File: src/rtl/cam_rnd_victim_sel.sv
// cam_rnd_victim_sel
// Picks a replacement victim way for a CAM. A free way (not valid and not
// locked) always wins, lowest index first. Otherwise a pseudo-random
// starting way drawn from a 16-bit Galois LFSR is used, stepping upward
// past locked ways. If every way is locked, the grant reports NoVictim.
//
// Ports
//   Clk      : sole clock, rising edge
//   Rst      : synchronous active-high reset
//   Req      : victim request, only looked at while idle
//   Valid    : per-way occupied flags
//   Lock     : per-way non-replaceable flags
//   Gnt      : one-cycle pulse, Idx/NoVictim meaningful with it
//   Idx      : selected victim way, held until the next grant
//   NoVictim : all ways locked (qualified by Gnt)
//   Busy     : high while a search is in progress
//   Rnd      : current LFSR state (debug/verification)
module cam_rnd_victim_sel #(
  parameter int          NWAYS = 4,
  parameter int          R     = $clog2(NWAYS),
  parameter logic [15:0] SEED  = 16'hACE1
) (
  input  logic             Clk,
  input  logic             Rst,
  input  logic             Req,
  input  logic [NWAYS-1:0] Valid,
  input  logic [NWAYS-1:0] Lock,
  output logic             Gnt,
  output logic [R-1:0]     Idx,
  output logic             NoVictim,
  output logic             Busy,
  output logic [15:0]      Rnd
);

  // An all-zero seed would lock the LFSR at zero forever.
  if (SEED == 16'h0000) begin : g_bad_seed
    $error("cam_rnd_victim_sel: SEED must be non-zero");
  end

  if (NWAYS < 2 || NWAYS > 64) begin : g_bad_nways
    $error("cam_rnd_victim_sel: NWAYS must be in 2..64");
  end

  typedef enum logic {IDLE, SCAN} state_t;

  // Rnd < 2^16 and NWAYS <= 2^R, so the product fits in 16+R bits and
  // its top R bits are floor(Rnd*NWAYS/65536), always below NWAYS.
  localparam int PW = 16 + R;

  state_t           state;
  state_t           state_next;
  logic [15:0]      lfsr_next;
  logic [PW-1:0]    prod;
  logic [R-1:0]     mod_q;
  logic [R-1:0]     cand;
  logic [R-1:0]     cand_next;
  logic [NWAYS-1:0] valid_q;
  logic [NWAYS-1:0] lock_q;
  logic             capture;
  logic             gnt_next;
  logic             nov_next;
  logic [R-1:0]     idx_next;
  logic             free_hit;
  logic [R-1:0]     free_idx;

  // Galois step; a zero state (only reachable through an upset) reloads SEED.
  always_comb begin
    if (Rnd == 16'h0000) begin
      lfsr_next = SEED;
    end else begin
      lfsr_next = (Rnd >> 1) ^ (Rnd[0] ? 16'hB400 : 16'h0000);
    end
  end

  assign prod = PW'(Rnd) * PW'(NWAYS);

  // Lowest-index way that is neither occupied nor locked. Scanning downward
  // lets the last hit, i.e. the lowest index, win.
  always_comb begin
    free_hit = 1'b0;
    free_idx = '0;
    for (int i = NWAYS - 1; i >= 0; i--) begin
      if (!valid_q[i] && !lock_q[i]) begin
        free_hit = 1'b1;
        free_idx = R'(i);
      end
    end
  end

  always_ff @(posedge Clk) begin
    if (Rst) begin
      state <= IDLE;
    end else begin
      state <= state_next;
    end
  end

  always_comb begin
    state_next = state;
    cand_next  = cand;
    capture    = 1'b0;
    gnt_next   = 1'b0;
    nov_next   = 1'b0;
    idx_next   = Idx;
    case (state)
      IDLE: begin
        if (Req) begin
          capture    = 1'b1;
          cand_next  = mod_q;
          state_next = SCAN;
        end
      end
      SCAN: begin
        if (free_hit) begin
          gnt_next   = 1'b1;
          idx_next   = free_idx;
          state_next = IDLE;
        end else if (&lock_q) begin
          gnt_next   = 1'b1;
          nov_next   = 1'b1;
          idx_next   = '0;
          state_next = IDLE;
        end else if (!lock_q[cand]) begin
          gnt_next   = 1'b1;
          idx_next   = cand;
          state_next = IDLE;
        end else begin
          // Not every way is locked, so this walk terminates within NWAYS-1 steps.
          cand_next = (cand == R'(NWAYS - 1)) ? '0 : cand + R'(1);
        end
      end
      default: state_next = IDLE;
    endcase
  end

  always_ff @(posedge Clk) begin
    if (Rst) begin
      Rnd      <= SEED;
      mod_q    <= '0;
      cand     <= '0;
      valid_q  <= '0;
      lock_q   <= '0;
      Gnt      <= 1'b0;
      Idx      <= '0;
      NoVictim <= 1'b0;
    end else begin
      Rnd      <= lfsr_next;
      mod_q    <= prod[PW-1 -: R];
      cand     <= cand_next;
      Gnt      <= gnt_next;
      Idx      <= idx_next;
      NoVictim <= nov_next;
      if (capture) begin
        valid_q <= Valid;
        lock_q  <= Lock;
      end
    end
  end

  assign Busy = (state != IDLE);

endmodule
File: config.mk
export PLATFORM = sky130hd
export DESIGN_NAME = cam_rnd_victim_sel
export DESIGN_NICKNAME = d
export VERILOG_FILES = /design/src/rtl/cam_rnd_victim_sel.sv
export SDC_FILE = /design/constraint.sdc
export NUM_CORES = 1
export LEC_CHECK = 0
export ABC_AREA = 1
export CORE_UTILIZATION = 51
export DETAILED_ROUTE_END_ITERATION = 12
export PLACE_DENSITY = 0.94
export SYNTH_ARGS = -nofsm -noshare
export SYNTH_HDL_FRONTEND = slang
export SYNTH_SLANG_ARGS = --single-unit
File: constraint.sdc
create_clock -name Clk -period 2.3 [get_ports Clk]
set_clock_uncertainty 0.05 [all_clocks]
set_input_delay 0.575 -clock Clk [delete_from_list [all_inputs] [get_ports Clk]]
set_output_delay 0.575 -clock Clk [all_outputs]
set_load 0.005 [all_outputs]
# == Word-level counts from Yosys, hierarchy flattened ==
# Index checks and enable logic that the tools add are counted.
# totals
input_bits,11
ff_bits,33
out_inout_bits,21
elab_cells,68
# classes
n_lt_le_gt_ge,1
reduce_logical,19
addsub,1
eq_ne,6
n_bitwise,2
n_mux,30
# op_table
cell,count
2-to-1 mux 2 bit,12
logical NOT 16 bit,1
2-to-1 mux 16 bit,1
XOR 15 x 16 -> 16 bit,1
2-to-1 mux 1 bit,14
logical NOT 1 bit,8
AND reduction 4 bit,2
!= test 2 bit (second input constant),3
logical AND 1 bit,4
case mux 2 bit (2 select lines),1
OR reduction 2 bit,2
less-than comparator 2 x 3 -> 1 bit (second input constant),1
!= test 3 bit (second input constant),1
OR reduction 3 bit,1
adder 2 x 1 -> 2 bit (second input constant),1
binary-select mux 1 bit (select 2 bit),1
== test 2 bit (second input constant),1
!= test 2 x 1 -> 1 bit (second input constant),1
case mux 1 bit (2 select lines),1
AND reduction 2 bit,1
inverter 1 bit,1

# == Longest topological paths before layout ==
# logic_depth
word_depth,8
depth_mapped,10
mapped_depth_nobuf,9

# == Worst setup path before layout ==
# OpenSTA, ideal clock, no wires.
# synth_timing
kind,input port to flip-flop
start,in Rst
end,reg Idx[1]
t_arrival_ns,1.248
t_required_ns,2.136
path_slack_ns,0.888
n_path_buf,2
cell_stages,5
setup_ns,0.114
cell_sequence,buf_2 -> clkinv_1 -> buf_2 -> nand2_1 -> nor2_1
# synth_rtl
element,line_no,source
start: declaration,24,"input logic Rst,"
end signal: assignment,151,Idx <= idx_next;
end: declaration,29,"output logic [R-1:0] Idx,"

# == Worst setup path after layout ==
# layout_timing
start,reg Rnd[0]
end,out Rnd[0]
# layout_rtl
element,line_no,source
start: declaration,32,output logic [15:0] Rnd
start signal: assignment,147,Rnd <= lfsr_next;
# No word-level cell between the ends.

==> reports/metrics.csv <==
metric,value,unit
outcome,completed,
critPathKind,flop to output port,
grt_pass1_wl,4.367,mm
drtIter0Drc,30,
r2r-start,Rnd[11]$_SDFF_PP1_,
ys_ff_latch,33,
synth_area_per_cell,8.253,um^2
async_reset_ff_frac,0,
cpLargestDelayFamily,buffers and inverters,
pre_cts_slack,0.2675,ns
synth_edf_count,0,
cts_root_buffer,clkbuf_4,
final_hold_viol_count,0,
clock_path_buffers,2,
vias,1140,
finalMaxSlewViolations,0,
synth_area,0.001329,mm^2
dp_cells,219,
first_pass_iters,4,
ys_seq_area_frac,0.4972,
crit_chain,clkdlybuf4s50_1,
syn_inst,161,
rows,18,
grt.overflow.total,0,
htree_levels,2,
vdd_drop_max,0.6826,mV
crit_start,Rnd[0]$_SDFF_PP1_,
finalWeightedCongestion,0.8942,
grt_pass1_vias,1023,
die_area,0.002814,mm^2
worst-r2r-cell-count,4,
cts_tree,built,
post-dp-hpwl,2.040,mm
path_depth,1,
hold_class,flop to flop,
grt_max_degree,20,
timing.rr.end,Rnd[9]$_SDFF_PP0_,
fillCellCount,184,
rsz0062_at_grt,no,
worstMarginPinSlew,0.4928,ns
num_antenna_cells,0,
multi_input_area,563.0,um^2
nets,207,
relSlewSlack,0.6694,
power.total,1.437,mW
io_pins,32,
route.antenna.remaining_nets,0,
finalCritPeriodShare,0.9273,
maxCapViolations,0,
ys.flop_type,dfxtp_1,
wl_per_cell,12.12,um
final.setup.tns,0,ns
yosysWarnings,0,
area.growth.synth_to_final,32.77,%
crit_path_end,Rnd[0],
finalCriticalPeriod,2.133,ns
cp.required,1.67,ns
post-cts-setup-buffer-count,0,
yosysTopAreaCellShare,0.4972,
post-route-drc-count,0,
synth_nets,172,
drive_gt1_frac,0.1269,
cts_sinks,33,
r2r_setup_slack,0.91,ns
worstPathArrival,1.51,ns
cp-end-kind,output port,
viasPerCell,5.022,
antenna_found_initial,0,
critPathLaunchType,flop,
clk_pin_slew,0.12,ns
crit_fanout,6,
cp_slowest_cell,clkdlybuf4s50_1,
setup_viol,0,
max_stage_delay,0.60,ns
numPortBuffers,31,
yosysUniqueCellTypes,24,
regArea,660.6,um^2
path_buf_inv,1,
synth_area_leader_cell,dfxtp_1,
start_util,0.5364,
cts_resized,0,
postCtsHoldBufs,0,
fmax,468.9,MHz
synthTopCellsByArea,"dfxtp_1 50%, nor2_1 7.6%, inv_1 5.6%, nand2_1 5.6%, o21ai_0 4.1%",
wl,2.752,mm
setup_slack,0.1673,ns
core,0.002477,mm^2
grt.total_usage,0.2247,
power.leakage,0.7491,nW
power_density,814.3,mW/mm^2
finalNonFillerCells,227,
clock_latency,0.35,ns
dieHeight,53.05,um
numCtsBuffers,5,
die_x,53.05,um
worst min-delay path by stage:
stage               slack (ns)                   start                     end  depth (start not counted)
floorplan                 0.41  lock_q[2]$_SDFFE_PP0P_  lock_q[2]$_SDFFE_PP0P_                          2
global placement          0.41       Rnd[4]$_SDFF_PP0_       Rnd[3]$_SDFF_PP0_                          2
detailed placement        0.41       Rnd[9]$_SDFF_PP0_       Rnd[8]$_SDFF_PP0_                          2
CTS                       0.42       Rnd[9]$_SDFF_PP0_       Rnd[8]$_SDFF_PP0_                          2
global route              0.42       Rnd[9]$_SDFF_PP0_       Rnd[8]$_SDFF_PP0_                          2
finish                    0.41       Rnd[9]$_SDFF_PP0_       Rnd[8]$_SDFF_PP0_                          2
state kept, by name, summed over array words and instances (netlist names):
signal,flops
Busy,1
Gnt,1
Idx,2
NoVictim,1
Rnd,16
cand,2
lock_q,4
mod_q,2
valid_q,4
report_power, final:
group / internal, mW / switching (mW) / total [mW] / leakage (nW)
logic: 0.116 / 0.107 / 0.223 / 0.420
clock network: 0.336 / 0.210 / 0.546 / 0.0552
registers: 0.619 / 0.0480 / 0.667 / 0.274
total: 1.07 / 0.364 / 1.44 / 0.749
cells in the mapped netlist, types with 3 or more instances:
cell      count
nand3_1       9
a21oi_1       5
dfxtp_1      33
xnor2_1       4
nor2_1       27
o21ai_0      11
nor2_2        8
inv_1        20
nand2_1      20
nor4_2        3
nand3b_1      6
buf_2         3
layer usage:
| metal | vias to the layer above | wire, um | GRT usage |
|---|---|---|---|
| met3 | 8 | 114 | 0.05172 |
| met4 | 0 | 66 | 0.1535 |
| met1 | 525 | 1235 | 0.2658 |
| met5 | - | 0 | 0 |
| li1 | 579 | - | - |
| met2 | 28 | 1336 | 0.3565 |
placed cells by master (no fill, tap or decap):
cell / count
nand2_1: 20
clkbuf_4: 5
xnor2_1: 4
inv_2: 1
nand4_4: 1
bufinv_16: 2
clkinv_1: 1
nand3b_1: 6
o21bai_1: 1
nor3_1: 1
clkinv_2: 1
inv_1: 20
nor4_2: 3
o21ai_0: 11
nor2_1: 27
dfxtp_1: 33
a21oi_2: 1
nand4_1: 1
nand3_1: 9
nor2_2: 8
a21oi_1: 5
or2_0: 1
nor4_1: 1
buf_4: 1
nor4_4: 1
nand2_4: 1
clkdlybuf4s50_1: 31
per-stage QoR:
step,hold slack (ns),area (um^2),util
2_1_floorplan,0.4085,1329,-
3_3_place_gp,0.4061,1662,0.6707
3_5_place_dp,0.4118,1662,0.6707
4_1_cts,0.4178,1764,0.7121
5_1_grt,0.4233,1764,0.7121
6_report,0.4111,1764,0.7121
cell type report:
class,instances,share of cell area
Sequential cell,33,0.3745
Timing Repair Buffer,32,0.1801
Clock inverter,3,0.03688
Tap cell,30,0.02128
Clock buffer,5,0.02128
Inverter,22,0.04681
Multi-Input combinational cell,102,0.3191
kinds of logic (layout without fill, tap and decap cells):
kind of cell,after synthesis,after routing,synth area share
AO/OA/AOI/OAI,18,18,0.07250
buffers and inverters,26,62,0.07909
flip-flops,33,33,0.4972
XOR/XNOR,4,4,0.02636
AND/OR/NAND/NOR,80,80,0.3249
No activity file was read; power rests on OpenSTA's default activity.
